===== src/rtl/gpr_wb_arbiter.sv =====
// -----------------------------------------------------------------------------
// gpr_wb_arbiter
//
// Write-back controller for the single write port of the 32x32 general-purpose
// register file. Two requesters compete for the port:
//   - EXU: single-cycle ALU results
//   - LSU: multi-cycle load results
// The winning request is registered onto the register-file write port one
// cycle after it is accepted. An optional per-register busy scoreboard lets
// decode stall on registers that still have an outstanding load.
//
// Handshake (both requesters): a request is accepted in a cycle where
// X_valid & X_ready are both high (X_fire). A requester holds valid/rd/data
// stable until it sees ready. Ready is combinational from the two valids and
// the starvation counter only, never from rd/data. At most one fire per cycle.
//
// Arbitration: a lone valid always wins. With both valid the LSU wins, except
// after the EXU has lost two cycles in a row, when the EXU wins once.
//
// Configuration macro: WBARB_SCOREBOARD_EN
//   defined   -> busy scoreboard present, rs1_busy/rs2_busy driven from it
//   undefined -> no busy flops, rs1_busy = rs2_busy = 0, issue/query inputs
//                are ignored; arbitration and write port are unchanged
//
// Ports:
//   clk, rst                 clock; asynchronous active-low reset
//   exu_valid/rd/data        EXU write-back request
//   exu_ready                EXU request accepted this cycle
//   lsu_valid/rd/data        LSU write-back request
//   lsu_ready                LSU request accepted this cycle
//   issue_valid, issue_rd    a load to issue_rd is issued this cycle
//   q_rs1, q_rs2             source indices queried by decode
//   rs1_busy, rs2_busy       queried register has an outstanding load
//   RegWEn                   register-file write enable
//   addr_towrite             register-file write index
//   data_towrite             register-file write data
// -----------------------------------------------------------------------------
module gpr_wb_arbiter #(
    parameter int DATA_W = 32,
    parameter int ADDR_W = 5
) (
    input  logic              clk,
    input  logic              rst,

    input  logic              exu_valid,
    input  logic [ADDR_W-1:0] exu_rd,
    input  logic [DATA_W-1:0] exu_data,
    output logic              exu_ready,

    input  logic              lsu_valid,
    input  logic [ADDR_W-1:0] lsu_rd,
    input  logic [DATA_W-1:0] lsu_data,
    output logic              lsu_ready,

    input  logic              issue_valid,
    input  logic [ADDR_W-1:0] issue_rd,
    input  logic [ADDR_W-1:0] q_rs1,
    input  logic [ADDR_W-1:0] q_rs2,
    output logic              rs1_busy,
    output logic              rs2_busy,

    output logic              RegWEn,
    output logic [ADDR_W-1:0] addr_towrite,
    output logic [DATA_W-1:0] data_towrite
);

    localparam logic [1:0] STARVE_MAX = 2'd2;

    // -------------------------------------------------------------------------
    // Arbitration
    // -------------------------------------------------------------------------
    logic [1:0] starve_cnt_q, starve_cnt_d;
    logic       exu_priority;
    logic       exu_fire;
    logic       lsu_fire;

    // EXU has been passed over twice in a row: it takes the port this cycle.
    assign exu_priority = (starve_cnt_q == STARVE_MAX);

    assign exu_ready = exu_valid & (~lsu_valid | exu_priority);
    assign lsu_ready = lsu_valid & ~(exu_valid & exu_priority);

    assign exu_fire = exu_valid & exu_ready;
    assign lsu_fire = lsu_valid & lsu_ready;

    always_comb begin
        starve_cnt_d = starve_cnt_q;
        if (!exu_valid || exu_fire) begin
            starve_cnt_d = 2'd0;
        end else if (starve_cnt_q != STARVE_MAX) begin
            // EXU valid but not accepted means the LSU took the port.
            starve_cnt_d = starve_cnt_q + 2'd1;
        end
    end

    always_ff @(posedge clk or negedge rst) begin
        if (!rst) begin
            starve_cnt_q <= 2'd0;
        end else begin
            starve_cnt_q <= starve_cnt_d;
        end
    end

    // -------------------------------------------------------------------------
    // Write stage
    // -------------------------------------------------------------------------
    logic              we_q, we_d;
    logic [ADDR_W-1:0] addr_q, addr_d;
    logic [DATA_W-1:0] data_q, data_d;

    always_comb begin
        addr_d = addr_q;
        data_d = data_q;
        if (exu_fire) begin
            addr_d = exu_rd;
            data_d = exu_data;
        end else if (lsu_fire) begin
            addr_d = lsu_rd;
            data_d = lsu_data;
        end
        // x0 writes complete the handshake but never reach the register file.
        we_d = (exu_fire | lsu_fire) & (addr_d != '0);
    end

    always_ff @(posedge clk or negedge rst) begin
        if (!rst) begin
            we_q   <= 1'b0;
            addr_q <= '0;
            data_q <= '0;
        end else begin
            we_q   <= we_d;
            addr_q <= addr_d;
            data_q <= data_d;
        end
    end

    assign RegWEn       = we_q;
    assign addr_towrite = addr_q;
    assign data_towrite = data_q;

    // -------------------------------------------------------------------------
    // Busy scoreboard
    // -------------------------------------------------------------------------
`ifdef WBARB_SCOREBOARD_EN
    localparam int NREG = 1 << ADDR_W;

    logic [NREG-1:1] busy_q, busy_d;
    logic [NREG-1:0] busy_vec;
    logic [NREG-1:0] busy_nxt;

    // Bit 0 is constant zero so x0 never reads as busy.
    assign busy_vec = {busy_q, 1'b0};

    always_comb begin
        busy_nxt = busy_vec;
        if (lsu_fire) begin
            busy_nxt[lsu_rd] = 1'b0;
        end
        // Applied after the clear: a new load to the same register supersedes
        // the one completing this cycle.
        if (issue_valid && (issue_rd != '0)) begin
            busy_nxt[issue_rd] = 1'b1;
        end
        busy_d = busy_nxt[NREG-1:1];
    end

    always_ff @(posedge clk or negedge rst) begin
        if (!rst) begin
            busy_q <= '0;
        end else begin
            busy_q <= busy_d;
        end
    end

    assign rs1_busy = busy_vec[q_rs1];
    assign rs2_busy = busy_vec[q_rs2];
`else
    logic unused_sb_inputs;
    assign unused_sb_inputs = ^{issue_valid, issue_rd, q_rs1, q_rs2};

    assign rs1_busy = 1'b0;
    assign rs2_busy = 1'b0;
`endif

endmodule


===== config.mk =====
export PLATFORM = sky130hd
export DESIGN_NAME = gpr_wb_arbiter
export DESIGN_NICKNAME = d
export VERILOG_FILES = /design/src/rtl/gpr_wb_arbiter.sv
export SDC_FILE = /design/constraint.sdc
export NUM_CORES = 1
export LEC_CHECK = 0
export ABC_AREA = 1
export ABC_CLOCK_PERIOD_IN_PS = 1800
export CORE_MARGIN = 2
export CORE_UTILIZATION = 34
export DETAILED_ROUTE_END_ITERATION = 8
export PLACE_DENSITY = 0.85
export SETUP_SLACK_MARGIN = 0.05
export SLEW_MARGIN = 20
export SYNTH_ARGS = -nofsm -noshare
export SYNTH_HDL_FRONTEND = slang
export SYNTH_SLANG_ARGS = --single-unit

===== constraint.sdc =====
create_clock -name clk -period 1.8 [get_ports clk]
set_clock_uncertainty 0.2 [all_clocks]
set_input_delay 0.18 -clock clk [delete_from_list [all_inputs] [get_ports clk]]
set_output_delay 0.18 -clock clk [all_outputs]
set_load 0.03 [all_outputs]

==> run summary <==
The critical path goes through inv_1 -> ha_2 -> inv_2 -> nand2_2 -> nand2_4 -> inv_6 -> buf_12 -> buf_8. The floorplan step defined a die boundary enclosing 0.00609 mm². Setup violations remaining at the end of the flow were counted as 0. The critical path in this run is classified as flop to output port. Signal routing reaches up to met4. The total power consumption of the routed design is 2.49 mW. Ranked by instance count, the synthesized netlist is headed by nand2_1, nand3_1, dfrtp_1. The via count is 2,057, and the relative slew slack is 64.9%. For the total met2 wirelength after detailed routing, the log shows 2970 µm. TritonCTS built the clock tree.

In this run the worst path has a maximum fanout of 5. Fill cells in the final layout number 460. The synthesized design contains 0 enable-type register cells. The final hold violation count came out at 0.

Die span in y: 78.1 µm. In the detailed route, the total length drawn on met3 is 416 µm. The run gives 9250 µm as the global-route wire length before repair. The slowest stage of the critical path is the dfrtp_1 cell. The total I/O pin count was 136; the post-synth design cell area was 0.00186 mm².

Max-cap violations in this run came to 0. The utilization of the core after routing was 64.9%. The tools report the global router's overall resource usage as 19.3%. By area the synthesized netlist is led by dfrtp_1, nand2_1, nand3_1. After the first detailed-routing iteration, the DRC count stood at 77. Timing would allow up to 560 MHz. After the last flow step, the layout net total stands at 460. In this run the horizontal extent of the chip is 78.1 µm.

Counting flops and latches in the post-synthesis netlist gives 40. The global placement routability congestion came out at 0.783. The required time of the worst setup path came out at 1.42 ns.

For the worst flop-to-flop path, the logic depth is 11. The count of yosys warnings during synthesis was 0; the minimum hold slack was 0.213 ns. The biggest area contributor in the post-synthesis netlist is dfrtp_1. The final layout contains routed wiring with a total length of 5820 µm. The finished cells cover 0.00338 mm².

Path length in cells of the critical path: 8. Cells with a size suffix above 1 make up 11.7% of the layout. The logs give 233 for the instance count of the mapped netlist and 35.8% for the initial standard-cell utilization of the core.

The total power density per cell area is 737 mW/mm². The post-detailed-placement cell area is 0.00317 mm². The number of antenna violations at the first check in global routing was 0; the count of TritonRoute iterations in the first routing pass was 6.

The wire length the detailed router placed on met1 was 2340 µm; the post-DP HPWL was 4250 µm. The area growth from synthesis to layout works out to 81.1%. The final cell count without fillers was 436.

For the pin with the worst max-slew slack, the measured transition is 0.527 ns. For the via count of the first global-routing pass, the log shows 2,029. For the cell leakage power, the log shows 1.60 nW.

The async set-reset flop share out of synthesis was 100%. The average instance in the mapped netlist occupies 8.00 µm². The repair_antennas step left the layout with diodes totalling 0. Final number of max-transition violations: 0. Fraction of synthesized cell area taken by the top area cell type: 53.7%. Subtracting the final worst setup slack from the clock period gives 1.79 ns. The tree built by TritonCTS fans out to 40 sinks. The total DRC errors in the routed layout came out at 0. For the worst-skew pair, the clock arrives at the later sink with an insertion delay of 0.28 ns. Dividing the detail-routed via count by the number of cells gives 4.72. The CTS root buffer is clkbuf_8.

Synthesis instantiated 19 different standard cells from the library. STA classifies the critical path endpoint as an output port. The total area inside the core boundary comes to 0.00520 mm². The kind of start point of the critical path is a flop. The most frequently used cell type in the post-synthesis netlist was nand2_1. For the number of levels in the clock H-tree, the log shows 2. The clock transition time at the flip-flop clock pins of the worst setup and hold paths came out at 0.07 ns. The overall overflow remaining after global route is 0, and the number of rows in the core area is 26. The share of the clock period used by the worst path after layout is 99.2%.

The detail-routed net length per standard cell works out to 13.4 µm. Setup repair after global routing could not meet its margin everywhere. Once detail routing completed, the nets flagged for antenna violations numbered 0.

The largest buffer count on any clock path is 2. Across the VDD grid, the largest voltage drop is 0.366 mV. On the worst path, the slowest cell contributes a delay of 0.38 ns. The flow ran to the end, and the final reports show no timing, DRC or antenna violations.

Entering global routing, the biggest net connects 25 pins. The sequential area share after synthesis was 53.7%. Among all flip-flop cells after synthesis, the most frequent one is dfrtp_1.

The worst hold-check path type was input pin to asynchronous set/reset pin. Cell family with the largest share of critical-path delay: buffers and inverters. The critical path contains buffers and inverters numbering 5 combined. Including well taps, the total number of placed cells is 423. At the worst endpoint, the arrival time is 1.41 ns.

In this run the tool buffered the top-level ports with 117 buffer cells. The number of clock buffers added by TritonCTS is 5.
-- where the power goes --
part | internal, mW | switching (mW) | total, mW
Clock | 0.312 | 0.285 | 0.597
Combinational | 0.412 | 0.437 | 0.848
Sequential | 0.994 | 0.0508 | 1.04
-- worst register-to-register path, delay by kind of cell (launching register included) --
kind                       cells  cell delay (ns)
and+or+nand+nor                4             0.31
buffers and inverters          5             0.41
adders and majority gates      1             0.17
AOI/OAI and AO/OA              1             0.18
DFF                            1             0.38
-- final cells by class --
class	count	area, µm²	share of cell area, %
Timing Repair Buffer	137	1360	40.3
Sequential cell	40	1000	29.6
Multi-Input combinational cell	166	774	22.9
Clock buffer	8	90.1	2.67
Tap cell	70	87.6	2.59
Inverter	15	61.3	1.82
-- stage by stage --
step	TNS (ns)	setup WS, ns
3_3_place_gp	-0.666	-0.0988
3_5_place_dp	-1.06	-0.0838
5_1_grt	-0.112	-0.0563
4_1_cts	0	0.0252
2_1_floorplan	0	0.200
6_report	0	0.0144
-- path summary, 6_finish.rpt --
check | startpoint | to | slack (ns)
min reg2reg | data_towrite[6]$_DFFE_PN0P_ | data_towrite[6]$_DFFE_PN0P_ | 0.30
max reg2reg | starve_cnt_q[0]$_DFFE_PN0P_ | RegWEn$_DFF_PN0_ | 0.04
max | starve_cnt_q[0]$_DFFE_PN0P_ | exu_ready | 0.01
min | rst | addr_towrite[0]$_DFF_PN0_ | 0.21
min in group clk | exu_data[9] | data_towrite[9]$_DFFE_PN0P_ | 0.26
max in group asynchronous | rst | data_towrite[23]$_DFFE_PN0P_ | 0.56
-- state kept, by name (all words and copies together), names as in the netlist --
register      cells
data_towrite     32
addr_towrite      5
starve_cnt_q      2
RegWEn            1
-- layout by cell type, fill, tap and decap left out --
cell type | Yosys | routed
nor3_1 | 2 | 2
clkdlybuf4s50_1 | 0 | 107
buf_12 | 0 | 1
conb_1 | 1 | 2
or2_1 | 4 | 4
clkinv_1 | 2 | 1
nand3_1 | 62 | 60
nand3_2 | 0 | 2
nand2_4 | 0 | 1
nand2_2 | 1 | 3
or2_2 | 1 | 1
buf_2 | 7 | 1
nand2_1 | 88 | 85
nor2_1 | 3 | 2
dlygate4sd3_1 | 0 | 1
dfrtp_1 | 40 | 40
ha_2 | 0 | 1
clkbuf_1 | 3 | 2
a31oi_4 | 0 | 1
buf_4 | 2 | 16
inv_6 | 0 | 1
inv_1 | 11 | 10
clkbuf_8 | 0 | 6
buf_6 | 1 | 3
inv_2 | 2 | 3
buf_8 | 0 | 1
nor2_2 | 1 | 2
dlymetal6s2s_1 | 0 | 7
-- kinds of logic after synthesis --
family                   after synthesis  share of synthesized area (%)
other                                  1                          0.201
AND/OR/NAND/NOR                      162                           37.9
flip-flops                            40                           53.7
AO/OA/AOI/OAI                          1                          0.671
adder cells (fa/ha/maj)                1                          0.671
buffers and inverters                 28                           6.91
-- metal layers --
| metal | track usage, % | vias to the layer above |
|---|---|---|
| met3 | 5.52 | 10 |
| met2 | 35.0 | 82 |
| met4 | 5.79 | 0 |
| met5 | 0 | - |
| li1 | - | 1005 |
| met1 | 22.0 | 960 |
-- timing repair --
item,in CTS,in global routing
endpoints found under the setup margin,2,32
gates resized for setup,10,22
hold buffers,1,0
endpoints found under the hold margin,23,0
setup buffers,2,3
pin swaps,1,6
No activity file was read; power rests on OpenSTA's default activity.
